===== src/rtl/stream_permute_n.sv =====
// stream_permute_n
//
// Joins N parallel token streams and re-emits them with the channels permuted.
// A "firing" consumes one token from every input channel at once (all-or-nothing)
// and loads an N-entry output register, where output entry k takes the token of
// input channel src(k). Each output channel then drains independently under its
// own backpressure. A simultaneous end-of-stream on every channel produces one
// EOS token per output and parks the block in DONE. An EOS on some channels
// but not others is an error: nothing is consumed and the block parks in ERR
// with a sticky err flag. Only reset leaves DONE or ERR.
//
// Parameters:
//   N    channel count (2..16)
//   W    data width per channel token
//   PERM N 4-bit fields, field k = source input index for output k (default identity)
//
// Ports:
//   clock      rising-edge clock
//   reset      synchronous active-high reset
//   cfg_we     map write enable          (only with STREAM_PERMUTE_PROG_EN)
//   cfg_sel    map entry to write        (only with STREAM_PERMUTE_PROG_EN)
//   cfg_src    new source index          (only with STREAM_PERMUTE_PROG_EN)
//   a_d        input data, channel i in bits [i*W+W-1:i*W]
//   a_e        input end-of-stream flag per channel
//   a_v        input valid per channel
//   a_b        input backpressure, 0 means the token is consumed this cycle
//   b_d        output data, driven from the output register
//   b_e        output end-of-stream flag
//   b_v        output valid (the per-channel pending bits)
//   b_b        output backpressure, token k leaves when b_v[k]=1 and b_b[k]=0
//   statecase  high exactly in a firing cycle
//   err        sticky mismatched-EOS flag
//
// Optional feature macro: STREAM_PERMUTE_PROG_EN
//   When defined, the permutation map is a register reloaded from PERM on reset
//   and written through the cfg_* ports. When undefined, the map is the
//   constant PERM and the cfg_* ports do not exist.

module stream_permute_n #(
    parameter int N = 8,
    parameter int W = 16,
    parameter logic [N*4-1:0] PERM = (N*4)'(64'hFEDC_BA98_7654_3210)
) (
    input  logic           clock,
    input  logic           reset,
`ifdef STREAM_PERMUTE_PROG_EN
    input  logic           cfg_we,
    input  logic [3:0]     cfg_sel,
    input  logic [3:0]     cfg_src,
`endif
    input  logic [N*W-1:0] a_d,
    input  logic [N-1:0]   a_e,
    input  logic [N-1:0]   a_v,
    output logic [N-1:0]   a_b,
    output logic [N*W-1:0] b_d,
    output logic [N-1:0]   b_e,
    output logic [N-1:0]   b_v,
    input  logic [N-1:0]   b_b,
    output logic           statecase,
    output logic           err
);

    typedef enum logic [1:0] {
        RUN  = 2'd0,
        DONE = 2'd1,
        ERR  = 2'd2
    } state_t;

    state_t           state;
    logic [N-1:0]     pending;
    logic [N-1:0]     eos_q;
    logic [N*W-1:0]   data_q;
    logic             err_q;
    logic [3:0]       map [N];
    logic [N*W-1:0]   perm_d;
    logic [N-1:0]     deliver;
    logic             reg_free;
    logic             all_v;
    logic             all_e0;
    logic             all_e1;
    logic             fire_data;
    logic             fire_eos;
    logic             fire;
    logic             mismatch;

`ifdef STREAM_PERMUTE_PROG_EN
    // Programmable map. A write lands on the clock edge, so a firing in the
    // same cycle still routes through the old entry. Out-of-range selectors or
    // sources are dropped so the map can never point outside the channel set.
    always_ff @(posedge clock) begin
        if (reset) begin
            for (int k = 0; k < N; k++) begin
                map[k] <= PERM[k*4 +: 4];
            end
        end else if (cfg_we && (int'(cfg_sel) < N) && (int'(cfg_src) < N)) begin
            for (int k = 0; k < N; k++) begin
                if (int'(cfg_sel) == k) begin
                    map[k] <= cfg_src;
                end
            end
        end
    end
`else
    // Fixed map taken straight from the parameter.
    always_comb begin
        for (int k = 0; k < N; k++) begin
            map[k] = PERM[k*4 +: 4];
        end
    end
`endif

    // Route input tokens to output slots. A map entry that names a channel
    // beyond N (only possible through a bad PERM) yields zero data.
    always_comb begin
        perm_d = '0;
        for (int k = 0; k < N; k++) begin
            if (int'(map[k]) < N) begin
                perm_d[k*W +: W] = a_d[int'(map[k])*W +: W];
            end
        end
    end

    // Firing decision. The register counts as free when every still-pending
    // slot is leaving this cycle, which gives one firing per cycle when the
    // outputs never stall. Firing is suppressed during reset so no token is
    // acknowledged and then thrown away.
    always_comb begin
        deliver   = pending & ~b_b;
        reg_free  = (deliver == pending);
        all_v     = &a_v;
        all_e0    = ~|a_e;
        all_e1    = &a_e;
        fire_data = !reset && (state == RUN) && all_v && all_e0 && reg_free;
        fire_eos  = !reset && (state == RUN) && all_v && all_e1 && reg_free;
        fire      = fire_data || fire_eos;
        mismatch  = !reset && (state == RUN) && all_v && !all_e0 && !all_e1;
    end

    assign a_b       = fire ? '0 : '1;
    assign statecase = fire;
    assign b_v       = pending;
    assign b_d       = data_q;
    assign b_e       = eos_q;
    assign err       = err_q;

    // State machine and output register. Pending bits clear one channel at a
    // time as each output delivers; a firing reloads every slot at once.
    always_ff @(posedge clock) begin
        if (reset) begin
            state   <= RUN;
            pending <= '0;
            data_q  <= '0;
            eos_q   <= '0;
            err_q   <= 1'b0;
        end else begin
            if (fire) begin
                pending <= '1;
            end else begin
                pending <= pending & ~deliver;
            end

            if (fire_data) begin
                data_q <= perm_d;
                eos_q  <= '0;
            end else if (fire_eos) begin
                data_q <= '0;
                eos_q  <= '1;
            end

            case (state)
                RUN: begin
                    if (fire_eos) begin
                        state <= DONE;
                    end else if (mismatch) begin
                        state <= ERR;
                        err_q <= 1'b1;
                    end
                end
                default: begin
                end
            endcase
        end
    end

endmodule


===== config.mk =====
export PLATFORM = sky130hd
export DESIGN_NAME = stream_permute_n
export DESIGN_NICKNAME = d
export VERILOG_FILES = /design/src/rtl/stream_permute_n.sv
export SDC_FILE = /design/constraint.sdc
export NUM_CORES = 1
export LEC_CHECK = 0
export CORE_UTILIZATION = 30
export DETAILED_ROUTE_END_ITERATION = 8
export PLACE_DENSITY = 0.71
export SYNTH_ARGS = -nofsm -noshare
export SYNTH_HDL_FRONTEND = slang
export SYNTH_SLANG_ARGS = --single-unit

===== constraint.sdc =====
create_clock -name clock -period 4 [get_ports clock]
set_input_delay 0.6 -clock clock [delete_from_list [all_inputs] [get_ports clock]]
set_output_delay 0.6 -clock clock [all_outputs]
set_load 0.1 [all_outputs]

==> Flow_metrics.wiki <==
{| class="wikitable"
! Metric !! Value
|-
| Result of the run || finished clean
|-
| Worst-Margin Slew || 1.04 ns
|-
| Largest family of logic cells by synthesized area || compound AO/OA/AOI/OAI gates
|-
| Layout cells sized above 1 || between 20 and 25%
|-
| Hold Vio Cnt, Final || 0
|-
| Worst Path Arrival || 2.84 ns
|-
| Internal power consumption || roughly 2.6 mW
|-
| Die height || ~130 um
|-
| Leading cell types in the layout, fill and taps excluded || 298 x sky130_fd_sc_hd__clkdlybuf4s50_1, 140 x sky130_fd_sc_hd__dfxtp_1, 100 x sky130_fd_sc_hd__a32o_2, 28 x sky130_fd_sc_hd__a32o_1, 17 x sky130_fd_sc_hd__clkbuf_16
|-
| Yosys top cell area share || 56.6%
|-
| VDD IR-drop max || ~0.24 mV
|-
| Setup violations, final || 0
|-
| Total of cells resized after clock tree synthesis || 0
|-
| Multi-input gate area in the final layout || 1680 um2
|-
| Fill cell instance count of the final layout || 1405
|-
| Register bit total from synthesis || 140
|-
| Number of unique standard cell types used by synthesis || 24
|-
| Synthesis warning total || 0
|-
| Post-layout min period || ~3.4 ns
|-
| Simple-Gate Fraction of Synth Area || 3.64%
|-
| Post-synthesis area per instance || ~13 um2
|-
| Xor and xnor fraction of the mapped netlist area || 0%
|-
| Inserted Diodes || 0
|-
| Hold-fix buffer count after cts || 0
|-
| DRC violation total after the first TritonRoute iteration || approximately 170
|-
| CTS tree || built
|-
| Per-cell routed wire length || 17.1 um
|-
| CTS Buffer Depth || 2
|-
| First-pass GRT wire length || roughly 22000 um
|-
| Clock Tree Root || sky130_fd_sc_hd__clkbuf_16
|-
| Maximum clock frequency || between 200 and 300 MHz
|-
| Final max-slew violation count || 0
|-
| Detailed placement HPWL || 10700 um
|-
| Proportion of synthesized chip area in sequential cells || between 50 and 60%
|-
| H-tree lvl count || 4
|-
| Seq. cell area || about 2800 um2
|-
| Inst Count DP || around 840
|-
| Path type of the worst setup path || in -> out
|-
| Detailed-route wire length || between 10000 and 15000 um
|-
| Slew HR || about 31%
|-
| CTS buffer count || 17
|-
| Post-CTS Repair Setup Buffers || 0
|-
| Synthesized net count || between 500 and 600
|-
| Pwr per Cell Area || around 370 nW/um2
|-
| TritonRoute pass-1 iters || 4
|-
| Fraction of power consumed by combinational cells || approximately 5.7%
|-
| Remaining antenna violation count || 0
|-
| Post-synthesis instance area || ~5000 um2
|-
| Starting density of the core || a little under a third
|-
| Synthesis-to-layout area growth || 73.7%
|-
| Largest incremental delay on the critical path || about 0.5 ns
|-
| Highest-delay cell along the critical path || sky130_fd_sc_hd__or4b_4
|-
| Number of top-level design ports || approximately 310
|-
| Nets || between 800 and 900
|-
| Combined global-route utilization of all metal layers || 16.8%
|-
| Class of the tightest hold or removal check || reg -> reg
|-
| Num Clock Sinks || 140
|-
| Post-synthesis adder-cell area fraction || 0%
|-
| Via count of the first global-routing pass || around 4300
|-
| Cell count after synthesis || around 370
|-
| Number of antenna violations at the first check in global routing || 0
|-
| Static leakage || ~3.6 nW
|-
| Layout Skew || 0.00776 ns
|-
| Seq pwr share || approximately 44%
|-
| Series of cell instances along the critical path || clkdlybuf4s50_1 -> or4b_4 -> nor3_1 -> o2111ai_4 -> inv_1 -> buf_12
|-
| Required @ worst endpoint || ~3.4 ns
|-
| Residual DRC || 0
|-
| Setup total negative slack || 0 ns
|-
| Post-synthesis mux area share || 0%
|-
| Cell class contributing the biggest share of worst-path delay || simple AND/OR/NAND/NOR gates
|-
| Die footprint || approximately 17000 um2
|-
| Placer congestion estimate || 0.866
|-
| Row cnt || 46
|-
| Post-Layout Cell Count || between 800 and 900
|-
| Switching power summed over all nets || 0.632 mW
|-
| Endpoint type of the worst setup path || output port
|-
| Clock group share of total power || between 50% and 60%
|-
| Compound-cell area share of the yosys netlist || just under 30%
|-
| Clk slew on worst S/H paths || 0.05 ns
|-
| Launching element type of the critical path || input pin
|-
| Quantity of I/O buffers inserted on ports || slightly above 300
|-
| Switch share || 19.8%
|-
| Die span in x || ~130 um
|-
| GRT overflow || 0
|-
| Largest net degree at the start of global routing || 83
|-
| Critical path fanouts, max || 13
|-
| Synth area leader || sky130_fd_sc_hd__dfxtp_1
|-
| Total core area || between 15000 and 20000 um2
|-
| Worst Path Buf+Inv || 3
|-
| Most frequent standard cell in the layout excluding fill and tap cells || sky130_fd_sc_hd__clkdlybuf4s50_1
|-
| Insertion delay to the later sink of the worst-skew pair || between 0.4 and 0.5 ns
|-
| Synth top area cells || sky130_fd_sc_hd__dfxtp_1 57%, sky130_fd_sc_hd__a32o_2 23%, sky130_fd_sc_hd__a32o_1 5.7%
|-
| Post-DR vias/cell || 5.06
|-
| Vias || ~4400
|-
| Setup repair after global routing missed its margin || no
|-
| Period Utilization, post-route || a little under nine tenths
|-
| Total of max-cap violations || 0
|}
==> state kept, by name, indices dropped and copies added, names as in the netlist <==
register / cells
b_d: 128
b_e: 1
state: 2
b_v: 8
err: 1
==> per-stage QoR <==
step	util [%]	worst slack, ns	total power, mW	instance area, um2	hold slack [ns]
final	53.8	0.556	3.19	8610	0.459
after global routing	53.8	0.486	3.31	8610	0.475
after CTS	53.8	0.536	3.23	8610	0.466
after detailed placement	50.0	0.496	1.61	8000	0.458
after global placement	50.0	0.593	1.60	8000	0.436
after floorplan	-	0.268	1.45	4960	0.426
==> worst reg2reg max path, cell delays in order (launching register included) <==
cell	delay [ns]
sky130_fd_sc_hd__dfxtp_1	0.33
sky130_fd_sc_hd__or4b_4	0.54
sky130_fd_sc_hd__nor3_1	0.43
sky130_fd_sc_hd__o2111ai_4	0.47
sky130_fd_sc_hd__buf_4	0.53
sky130_fd_sc_hd__a32o_2	0.44
==> cells by family (layout without fill, tap and decap cells) <==
logic type      after synthesis  after routing
buf+inv                      64            351
compound gates              141            141
simple gates                 28             28
flops                       140            140
==> Yosys cell counts <==
master	count
sky130_fd_sc_hd__nor4_1	2
sky130_fd_sc_hd__nand3_1	2
sky130_fd_sc_hd__a21oi_1	11
sky130_fd_sc_hd__and2_1	1
sky130_fd_sc_hd__dfxtp_1	140
sky130_fd_sc_hd__nor2_1	1
sky130_fd_sc_hd__a32o_1	28
sky130_fd_sc_hd__buf_4	14
sky130_fd_sc_hd__o2111ai_1	1
sky130_fd_sc_hd__inv_1	6
sky130_fd_sc_hd__or3_1	1
sky130_fd_sc_hd__a221oi_1	1
sky130_fd_sc_hd__buf_12	11
sky130_fd_sc_hd__nor4_4	1
sky130_fd_sc_hd__buf_1	1
sky130_fd_sc_hd__or3_4	1
sky130_fd_sc_hd__or4b_4	1
sky130_fd_sc_hd__nor3_1	2
sky130_fd_sc_hd__clkbuf_1	29
sky130_fd_sc_hd__nand2_1	8
sky130_fd_sc_hd__a32o_2	100
sky130_fd_sc_hd__buf_6	3
sky130_fd_sc_hd__nand4_1	6
sky130_fd_sc_hd__and4_1	2
==> path summary, 6_finish.rpt <==
| check | from | end | slack [ns] | cells after the start |
|---|---|---|---|---|
| hold reg to reg | err | err | 0.46 | 2 |
| hold / removal | err | err | 0.46 | 2 |
| setup / recovery | reset | statecase | 0.56 | 6 |
| setup reg to reg | state[1] | b_d[18] | 1.16 | 5 |
==> routing by layer <==
layer	vias to the layer above	share of wire [%]	track usage [%]
met4	0	2.7	7.44
li1	2075	-	-
met2	207	50	29.4
met3	28	10	7.49
met1	2121	37	17.2
met5	-	0	0
==> cell type report <==
class | instances | area share (%)
inverters | 6 | 0.291
clock inverters | 10 | 1.60
clock buffers | 22 | 5.51
repair buffers | 313 | 37.4
multi-input cells | 169 | 19.5
flip-flops and latches | 140 | 32.6
well taps | 216 | 3.14
==> power by group through the flow <==
stage	sequential, mW	clock (mW)	combinational [mW]
2_1_floorplan	1.43	0	0.0213
3_3_place_gp	1.43	0	0.179
3_5_place_dp	1.43	0	0.182
4_1_cts	1.39	1.66	0.183
5_1_grt	1.39	1.72	0.192
6_report	1.39	1.61	0.182
(Power assumes the default switching activity.)
